**config.mk**
```make
export PLATFORM = sky130hd
export DESIGN_NAME = apb_initiator
export DESIGN_NICKNAME = d
export VERILOG_FILES = /design/src/rtl/apb_initiator.sv
export SDC_FILE = /design/constraint.sdc
export NUM_CORES = 1
export LEC_CHECK = 0
export ABC_AREA = 1
export ABC_CLOCK_PERIOD_IN_PS = 1500
export CAP_MARGIN = 20
export CORE_AREA = 2 2 95 106
export CTS_BUF_LIST = sky130_fd_sc_hd__clkbuf_8
export DETAILED_ROUTE_END_ITERATION = 8
export DIE_AREA = 0 0 97 108
export PLACE_DENSITY = 0.88
export SETUP_SLACK_MARGIN = 0.4
export SYNTH_ARGS = -nofsm -noshare
export SYNTH_HDL_FRONTEND = slang
export SYNTH_SLANG_ARGS = --single-unit
```
**constraint.sdc**
```tcl
create_clock -name clk -period 1.5 [get_ports clk]
set_clock_uncertainty 0.15 [all_clocks]
set_input_delay 0.3 -clock clk [delete_from_list [all_inputs] [get_ports clk]]
set_output_delay 0.3 -clock clk [all_outputs]
set_load 0.01 [all_outputs]
```
**src/rtl/apb_initiator.sv**
```systemverilog
// -----------------------------------------------------------------------------
// apb_initiator
//   Converts single host requests into APB transfers. Each transfer goes
//   IDLE -> SETUP -> ACCESS (one or more cycles) -> RESP. The response is held
//   until the host takes it. An optional timeout aborts an ACCESS phase that
//   never sees i_pready.
//
// Parameters
//   TIMEOUT_CYCLES  ACCESS cycles without i_pready before abort (0 = never)
//
// Ports
//   clk, rst_n                 clock, synchronous active-low reset
//   i_req_valid / o_req_ready  request handshake
//   i_req_addr/write/wdata     request payload, captured on acceptance
//   o_rsp_valid / i_rsp_ready  response handshake
//   o_rsp_rdata, o_rsp_err     response payload
//   o_psel, o_penable, o_pwrite, o_paddr, o_pwdata   APB master outputs
//   i_prdata, i_pready, i_pslverr                    APB completer inputs
//
// State  | meaning
// IDLE   | waiting for a host request (o_req_ready = 1)
// SETUP  | APB setup phase, psel = 1, penable = 0
// ACCESS | APB access phase, waiting for pready or timeout
// RESP   | response presented to host until i_rsp_ready
// -----------------------------------------------------------------------------
module apb_initiator #(
  parameter int unsigned TIMEOUT_CYCLES = 255
) (
  input  logic        clk,
  input  logic        rst_n,
  input  logic        i_req_valid,
  output logic        o_req_ready,
  input  logic [11:0] i_req_addr,
  input  logic        i_req_write,
  input  logic [31:0] i_req_wdata,
  output logic        o_rsp_valid,
  input  logic        i_rsp_ready,
  output logic [31:0] o_rsp_rdata,
  output logic        o_rsp_err,
  output logic        o_psel,
  output logic        o_penable,
  output logic        o_pwrite,
  output logic [11:0] o_paddr,
  output logic [31:0] o_pwdata,
  input  logic [31:0] i_prdata,
  input  logic        i_pready,
  input  logic        i_pslverr
);

  localparam int unsigned CNT_W = (TIMEOUT_CYCLES < 2) ? 1 : $clog2(TIMEOUT_CYCLES + 1);
  // The abort fires on the wait cycle that brings the count to TIMEOUT_CYCLES,
  // i.e. when the count of earlier wait cycles equals TIMEOUT_CYCLES-1.
  localparam logic [CNT_W-1:0] CNT_LAST =
    CNT_W'((TIMEOUT_CYCLES == 0) ? 0 : TIMEOUT_CYCLES - 1);
  localparam logic TIMEOUT_EN = (TIMEOUT_CYCLES != 0);

  typedef enum logic [1:0] {
    IDLE   = 2'd0,
    SETUP  = 2'd1,
    ACCESS = 2'd2,
    RESP   = 2'd3
  } state_t;

  state_t           state_q, state_d;
  logic [CNT_W-1:0] cnt_q, cnt_d;
  logic [11:0]      paddr_q, paddr_d;
  logic             pwrite_q, pwrite_d;
  logic [31:0]      pwdata_q, pwdata_d;
  logic [31:0]      rdata_q, rdata_d;
  logic             err_q, err_d;
  logic             timeout_hit;

  assign timeout_hit = TIMEOUT_EN && (cnt_q == CNT_LAST);

  always_ff @(posedge clk) begin
    if (!rst_n) begin
      state_q  <= IDLE;
      cnt_q    <= '0;
      paddr_q  <= '0;
      pwrite_q <= 1'b0;
      pwdata_q <= '0;
      rdata_q  <= '0;
      err_q    <= 1'b0;
    end else begin
      state_q  <= state_d;
      cnt_q    <= cnt_d;
      paddr_q  <= paddr_d;
      pwrite_q <= pwrite_d;
      pwdata_q <= pwdata_d;
      rdata_q  <= rdata_d;
      err_q    <= err_d;
    end
  end

  always_comb begin
    state_d  = state_q;
    cnt_d    = cnt_q;
    paddr_d  = paddr_q;
    pwrite_d = pwrite_q;
    pwdata_d = pwdata_q;
    rdata_d  = rdata_q;
    err_d    = err_q;

    case (state_q)
      IDLE: begin
        if (i_req_valid) begin
          state_d  = SETUP;
          cnt_d    = '0;
          paddr_d  = i_req_addr;
          pwrite_d = i_req_write;
          pwdata_d = i_req_wdata;
        end
      end
      SETUP: begin
        state_d = ACCESS;
      end
      ACCESS: begin
        // pready wins over a timeout landing on the same cycle
        if (i_pready) begin
          state_d = RESP;
          rdata_d = pwrite_q ? 32'd0 : i_prdata;
          err_d   = i_pslverr;
        end else if (timeout_hit) begin
          state_d = RESP;
          rdata_d = 32'd0;
          err_d   = 1'b1;
        end else begin
          cnt_d = cnt_q + CNT_W'(1);
        end
      end
      RESP: begin
        if (i_rsp_ready) begin
          state_d = IDLE;
        end
      end
      default: begin
        state_d = IDLE;
      end
    endcase
  end

  assign o_req_ready = (state_q == IDLE);
  assign o_psel      = (state_q == SETUP) || (state_q == ACCESS);
  assign o_penable   = (state_q == ACCESS);
  assign o_rsp_valid = (state_q == RESP);
  assign o_pwrite    = pwrite_q;
  assign o_paddr     = paddr_q;
  assign o_pwdata    = pwdata_q;
  assign o_rsp_rdata = rdata_q;
  assign o_rsp_err   = err_q;

endmodule

```
==> key figures, run 1 <==
Run status
  • Status: complete, but fails checks
  • Failing checks: negative setup slack

Detailed routing
  • DRT iter0 DRCs: 257
  • Vias per cell: 5.210
  • Vias: 4236
  • Routed wire length: 14880 µm
  • DR DRC count: 0
  • WL/cell: approximately 18 µm
  • Detail Route Antenna Nets: 0
  • Pre-antenna DRT Iters: 5

Global route
  • Global-route wire length before repair: 20010 µm
  • Grt total ovfl: 0
  • Initial antenna violation count: 0
  • GRT Total Usage: 0.2405
  • Largest net degree at the start of global routing: 42
  • Number of global-route vias before repair: 4137

Final layout
  • Area delta synth->final: 99.35%
  • FILL cells: about 580
  • Final nets: 781
  • Post-layout util: 0.7463
  • # diodes: 0
  • Share of cells above drive strength 1: 0.5273

Critical path
  • Nature of the critical path startpoint: flip-flop
  • R2R Path End: cnt_q[6]$_SDFFE_PN0P_
  • Crit path to: cnt_q[6]$_SDFFE_PN0P_
  • Setup crit start: state_q[1]$_SDFFE_PN0P_
  • R2R Setup Slk: -0.21 ns
  • Critical Path RT: 1.65 ns
  • Crit path kind: reg -> reg
  • R2r startpoint: state_q[1]$_SDFFE_PN0P_
  • FF-to-FF path depth: 8
  • Crit Path Max Fanout: 7
  • Crit. End Element: flip-flop
  • Crit path DAT: 1.87 ns

Synth
  • Async S/R FF share, synth: 0
  • Post-synth top area cell: dfxtp_1
  • Post-Synthesis Mean Instance Area: 7.606 µm²
  • Area contributors post-synth: dfxtp_1 51%, nor2_1 12%, nand2_1 11%, o21ai_0 6.9%, a21oi_1 5.3%
  • FF+latch count, synth: roughly 90
  • Synth unique cells: 23
  • Yosys warnings: 0
  • Syn Nets: 546
  • Post-synth EDFFs: 0
  • Most frequent cell after synthesis: nor2_1
  • Yosys top cell area share: 0.5057
  • Post-synthesis instance total: 458
  • Commonest cells post-synth: 113 x nor2_1, 102 x nand2_1, 88 x dfxtp_1
  • Most used DFF post-synth: dfxtp_1
  • Sequential share of the synthesized area: 0.5057
  • Post-Syn Area: approximately 3500 µm²

CTS
  • Clk slew on worst S/H paths: around 0.09 ns
  • CTS hold repair buffers: 0
  • Sink Count: 88
  • Root buffer cell: clkbuf_8
  • Clk buf depth: 2
  • Clock Latency Late Sink: 0.36 ns
  • Num CTS Buffers: 9
  • CTS tree: yes
  • H-tree levels: 3

Place
  • IO Port Bufs: 164
  • Routability congestion estimate: 0.8659
  • Dpl hpwl: 7630 µm

Pwr
  • Pwr/cell area: 1693 nW/µm²
  • Peak VDD IR: 1057 µV
  • Net Switching: 0.004494 W
  • Reg power frac: 0.296
  • Cell Int Power: 0.007260 W
  • Clock power share: 0.145
  • Switching share of total power: 0.3823
  • Gate power share: 0.559
  • LEAKAGE: 2.893 nW

STA
  • Slew margin rel.: 0.6498
  • Setup TNS: -9.729 ns
  • Final Max Slew Viols: 0
  • Final setup fails: 90
  • Period minus WS final: 1.713 ns
  • RSZ-0062 raised after global routing: true
  • Final worst slack: -0.2134 ns
  • Slew at the pin with the worst max-slew slack: between 0.5 and 0.6 ns
  • Final count of hold timing violations: 0
  • Post-route clock period utilization: 1.142
  • Fmax: 583.6 MHz

Die
  • IO Count: 165
  • Starting Density: 0.3743
  • Core area: around 9300 µm²
  • Die X-Extent: 97 µm
  • Std-Cell Rows: 37
  • DIE HEIGHT: 108 µm
  • Die area: 10480 µm²

Hold path
  • Worst hold path type: reg -> reg

Run
  • Max-cap violations: 0
==> worst max-delay path: stages, from the launching register on <==
cell     delay (ns)
dfxtp_4        0.39
inv_2          0.06
ha_4           0.17
buf_6          0.14
o21ai_4        0.26
nand3_4        0.19
nand2_1        0.13
nand2_1        0.08
nor2_1         0.10
==> sequential cells by signal, summed over array words and instances (netlist names) <==
| register | cells |
|---|---|
| o_pwdata | 32 |
| o_rsp_err | 1 |
| o_rsp_rdata | 32 |
| cnt_q | 8 |
| o_pwrite | 1 |
| state_q | 2 |
| o_paddr | 12 |
==> logic make-up (layout without fill, tap and decap cells) <==
logic type               after synthesis  in the layout  synth area share
flip-flops                            88             88            0.5057
AND/OR/NAND/NOR                      231            232            0.2701
adder cells (fa/ha/maj)                5              5           0.01796
buffers and inverters                 47            284           0.07687
AO/OA/AOI/OAI                         87             87            0.1293
==> final cells by class <==
type,instances,area [µm²],area share
multi-input cells,324,1886,0.2715
well taps,117,146.4,0.02108
clock inverters,3,42.54,0.006126
repair inverters,4,86.33,0.01243
repair buffers,245,2630,0.3787
inverters,21,112.6,0.01622
clock buffers,11,151.4,0.02180
flip-flops and latches,88,1889,0.2721
==> placed cells by master (no fill, tap or decap), drive strengths merged, types with 5 or more instances in the layout <==
cell,synthesis,final
a21oi,38,38
buf,14,161
clkbuf,12,12
clkdlybuf4s50,0,82
dfxtp,88,88
ha,5,5
inv,20,23
nand2,104,104
nand3,7,8
nor2,115,115
o21ai,49,49
==> what timing repair did <==
action	CTS	global route
buffers inserted	18	32
setup endpoints to repair	170	170
gates cloned	9	2
resized for setup	573	64
pin swaps	12	18
==> power groups by stage <==
stage          clock [W]  sequential [W]  combinational (W)
6_report         0.00171         0.00347            0.00658
5_1_grt          0.00182         0.00353            0.00691
4_1_cts          0.00169         0.00341            0.00540
3_5_place_dp           0         0.00325            0.00392
3_3_place_gp           0         0.00321            0.00378
2_1_floorplan          0         0.00345            0.00208
==> how the worst min path moves through the flow <==
stage,slack [ns],start,end,cells after the start
final,0.32,o_rsp_rdata[18]$_SDFFE_PN0P_,o_rsp_rdata[18]$_SDFFE_PN0P_,2
after global routing,0.32,i_prdata[22],o_rsp_rdata[22]$_SDFFE_PN0P_,3
after CTS,0.32,i_prdata[18],o_rsp_rdata[18]$_SDFFE_PN0P_,3
after detailed placement,0.30,o_rsp_rdata[31]$_SDFFE_PN0P_,o_rsp_rdata[31]$_SDFFE_PN0P_,2
after global placement,0.29,o_rsp_rdata[0]$_SDFFE_PN0P_,o_rsp_rdata[0]$_SDFFE_PN0P_,2
after floorplan,0.29,i_prdata[10],o_rsp_rdata[10]$_SDFFE_PN0P_,2
==> layer usage <==
layer  global-route usage  vias to the layer above  part of all wire
met5                    0                        -                 0
met2               0.4474                      224              0.54
met4               0.1298                        0             0.048
met1               0.2454                     2029              0.35
li1                     -                     1923                 -
met3              0.06658                       60             0.062
==> through the flow <==
stage,hold slack [ns],total power (W),area (µm²),cells,setup slack (ns)
3_3_place_gp,0.2950,0.006996,5398,738,-0.2229
4_1_cts,0.3183,0.01050,6429,779,-0.1193
6_report,0.3224,0.01175,6944,813,-0.2134
5_1_grt,0.3190,0.01226,6944,813,-0.2486
3_5_place_dp,0.3034,0.007163,5398,738,-0.3768
2_1_floorplan,0.2927,0.005534,3603,458,-0.02506
Power figures use the tool's default switching activity.
==> run 2: changes to the inputs <==
--- a/config.mk
+++ b/config.mk
@@ -10,7 +10,7 @@
 export CAP_MARGIN = 20
-export CORE_AREA = 2 2 95 106
+export CORE_AREA = 2 2 106 119
 export CTS_BUF_LIST = sky130_fd_sc_hd__clkbuf_8
 export DETAILED_ROUTE_END_ITERATION = 8
-export DIE_AREA = 0 0 97 108
-export PLACE_DENSITY = 0.88
+export DIE_AREA = 0 0 108 121
+export PLACE_DENSITY = 0.74
 export SETUP_SLACK_MARGIN = 0.4
==> constraint.sdc (replaced) <==
create_clock -name clk -period 1.5 [get_ports clk]
set_clock_uncertainty 0.15 [all_clocks]
set_input_delay 0.375 -clock clk [delete_from_list [all_inputs] [get_ports clk]]
set_output_delay 0.375 -clock clk [all_outputs]
set_load 0.01 [all_outputs]
==> run 2 against run 1 <==
Against the previous run: the run still ends with negative setup slack left; flip-flop and latch count unchanged; wire length down 12%; highest routed layer unchanged; sequential power about the same; non-clock buffer count up 4; first-iteration DRC count down 39%; sequential share of layout area down 1.0 points; critical path depth down 5; setup slack better by 0.049 ns; critical endpoint is now o_psel; die area up 25%; combinational power up 0.8%; count of clock-buffer cells in the layout down 1; critical path type is now reg -> out.
==> key figures, run 2 (synthesis results as in run 1) <==
Place
  • IO Port Bufs: roughly 160
  • Routability congestion estimate: 0.8116
  • Placed cells: 773
  • Dpl hpwl: about 7500 µm

STA
  • Period minus WS final: 1.664 ns
  • Slew at the pin with the worst max-slew slack: about 0.55 ns
  • Final worst slack: -0.1645 ns
  • Final setup fails: 80
  • Final Max Slew Viols: 0
  • Slew margin rel.: 0.6314
  • Post-route clock period utilization: 1.110
  • RSZ-0062 raised after global routing: true
  • Fmax: 600.8 MHz
  • Final count of hold timing violations: 0
  • WHS: between 0.3 and 0.4 ns

Detailed routing
  • Pre-antenna DRT Iters: 4
  • Vias per cell: 4.700
  • Vias: 4037
  • Routed wire length: 13150 µm
  • DRT iter0 DRCs: 156
  • DR DRC count: 0
  • Detail Route Antenna Nets: 0
  • WL/cell: 15.31 µm

Die
  • Die area: between 10000 and 15000 µm²
  • Starting Density: 0.2946
  • IO Count: between 150 and 200
  • Die X-Extent: 108 µm
  • Core area: 11820 µm²
  • DIE HEIGHT: 121 µm
  • Std-Cell Rows: between 40 and 50

Run
  • Max-cap violations: 0

Global route
  • Met3 GRT Util: 0.03598
  • GRT met2 Usage: 0.3082
  • Number of global-route vias before repair: about 3700
  • Initial antenna violation count: 0
  • Global-route wire length before repair: about 18000 µm
  • Layer with the highest usage: met2
  • GRT Total Usage: 0.1743
  • Grt total ovfl: 0
  • Met1 Usage GRT: 0.2035
  • Largest net degree at the start of global routing: 42

Pwr
  • Peak VDD IR: approximately 970 µV
  • Pwr/cell area: 1675 nW/µm²
  • LEAKAGE: 3.016 nW

Final layout
  • Area delta synth->final: 107.8%
  • Commonest cells after routing, fill and taps aside: 91 x buf_6, 84 x nand2_1, 81 x clkdlybuf4s50_1, 69 x dfxtp_2, 66 x nor2_1
  • FF/Latch Area: 1893 µm²
  • # diodes: 0
  • Cell Count, Final, Fillers Out: between 800 and 900
  • Share of cells above drive strength 1: 0.5716
  • FILL cells: 905
  • Most common cell after layout, fill and taps aside: buf_6
  • Final nets: 788
  • Area of the multi-input gates: 2046 µm²

Critical path
  • Crit Path Max Fanout: 4
  • Critical Path RT: 0.97 ns
  • Nature of the critical path startpoint: flip-flop
  • Crit. End Element: output port
  • Crit path DAT: ~1.1 ns
  • Crit path kind: reg -> out

CTS
  • Clk buf depth: 2
  • CTS tree: yes
  • Sink Count: 88
  • H-tree levels: 3
  • CTS hold repair buffers: 0
  • Num CTS Buffers: 9
  • Clock Latency Late Sink: 0.35 ns
  • Root buffer cell: clkbuf_8
  • Clk slew on worst S/H paths: 0.08 ns

Run status
  • Status: complete, but fails checks
  • Failing checks: negative setup slack

Hold path
  • Worst hold path type: in -> reg
-- run 2: changes by cell type in the layout (fill, tap and decap cells not counted), moves of 3 or more --
cell / delta
nor2_4: +7
dfxtp_2: -3
nand2_4: +6
buf_12: +3
nor2_2: -4
buf_16: -4
a21oi_1: -14
buf_6: +5
nor2_1: -3
nand2_2: +3
nand2_1: -9
a21oi_2: +14
-- run 2: per-layer routing --
layer	share of wire	routed length, µm
met1	0.39	5181
met2	0.53	6927
met3	0.051	669
met4	0.028	372
met5	0	0
-- run 2: where the power goes --
| group | switching, W | total [W] | internal [W] |
|---|---|---|---|
| Combinational | 0.00316 | 0.00663 | 0.00347 |
| Sequential | 0.000437 | 0.00346 | 0.00302 |
| Clock | 0.000871 | 0.00203 | 0.00116 |
-- run 2: cell type report --
class / instances / share of cell area
Multi-Input combinational cell: 324 / 0.2827
Clock inverter: 6 / 0.01591
Clock buffer: 10 / 0.01902
Timing Repair inverter: 7 / 0.01642
Timing Repair Buffer: 249 / 0.3626
Inverter: 21 / 0.01521
Tap cell: 154 / 0.02663
Sequential cell: 88 / 0.2616
-- run 2: path summary, 6_finish.rpt --
path | endpoint | from | cells past startpoint | slack, ns
worst min-delay path | state_q[1]$_SDFFE_PN0P_ | rst_n | 3 | 0.31
worst max-delay path | o_psel | state_q[1]$_SDFFE_PN0P_ | 3 | -0.16
worst max register to register | o_rsp_rdata[30]$_SDFFE_PN0P_ | state_q[0]$_SDFFE_PN0P_ | 9 | -0.14
worst min register to register | o_rsp_rdata[30]$_SDFFE_PN0P_ | o_rsp_rdata[30]$_SDFFE_PN0P_ | 2 | 0.32
-- run 2: metrics by stage --
| stage | setup TNS (ns) | setup slack [ns] | util | instance area [µm²] | power, W |
|---|---|---|---|---|---|
| after floorplan | -0.8461 | -0.02506 | - | 3603 | 0.005534 |
| after global placement | -21.76 | -0.3087 | 0.4577 | 5411 | 0.006974 |
| after global routing | -11.60 | -0.2263 | 0.6121 | 7237 | 0.01276 |
| after CTS | -5.879 | -0.1843 | 0.5439 | 6431 | 0.01069 |
| after detailed placement | -25.29 | -0.4354 | 0.4577 | 5411 | 0.007095 |
| final | -4.369 | -0.1645 | 0.6121 | 7237 | 0.01212 |
-- run 2: worst max-delay path: stages, from the launching register on --
cell and delay [ns]:
dfxtp_4 0.39, inv_2 0.05, ha_4 0.26, buf_6 0.10
-- run 2: what timing repair did --
action,CTS,global route
cloned,9,3
pin swaps,22,24
buffers inserted,9,49
gates resized for setup,608,86
setup endpoints to repair,170,170
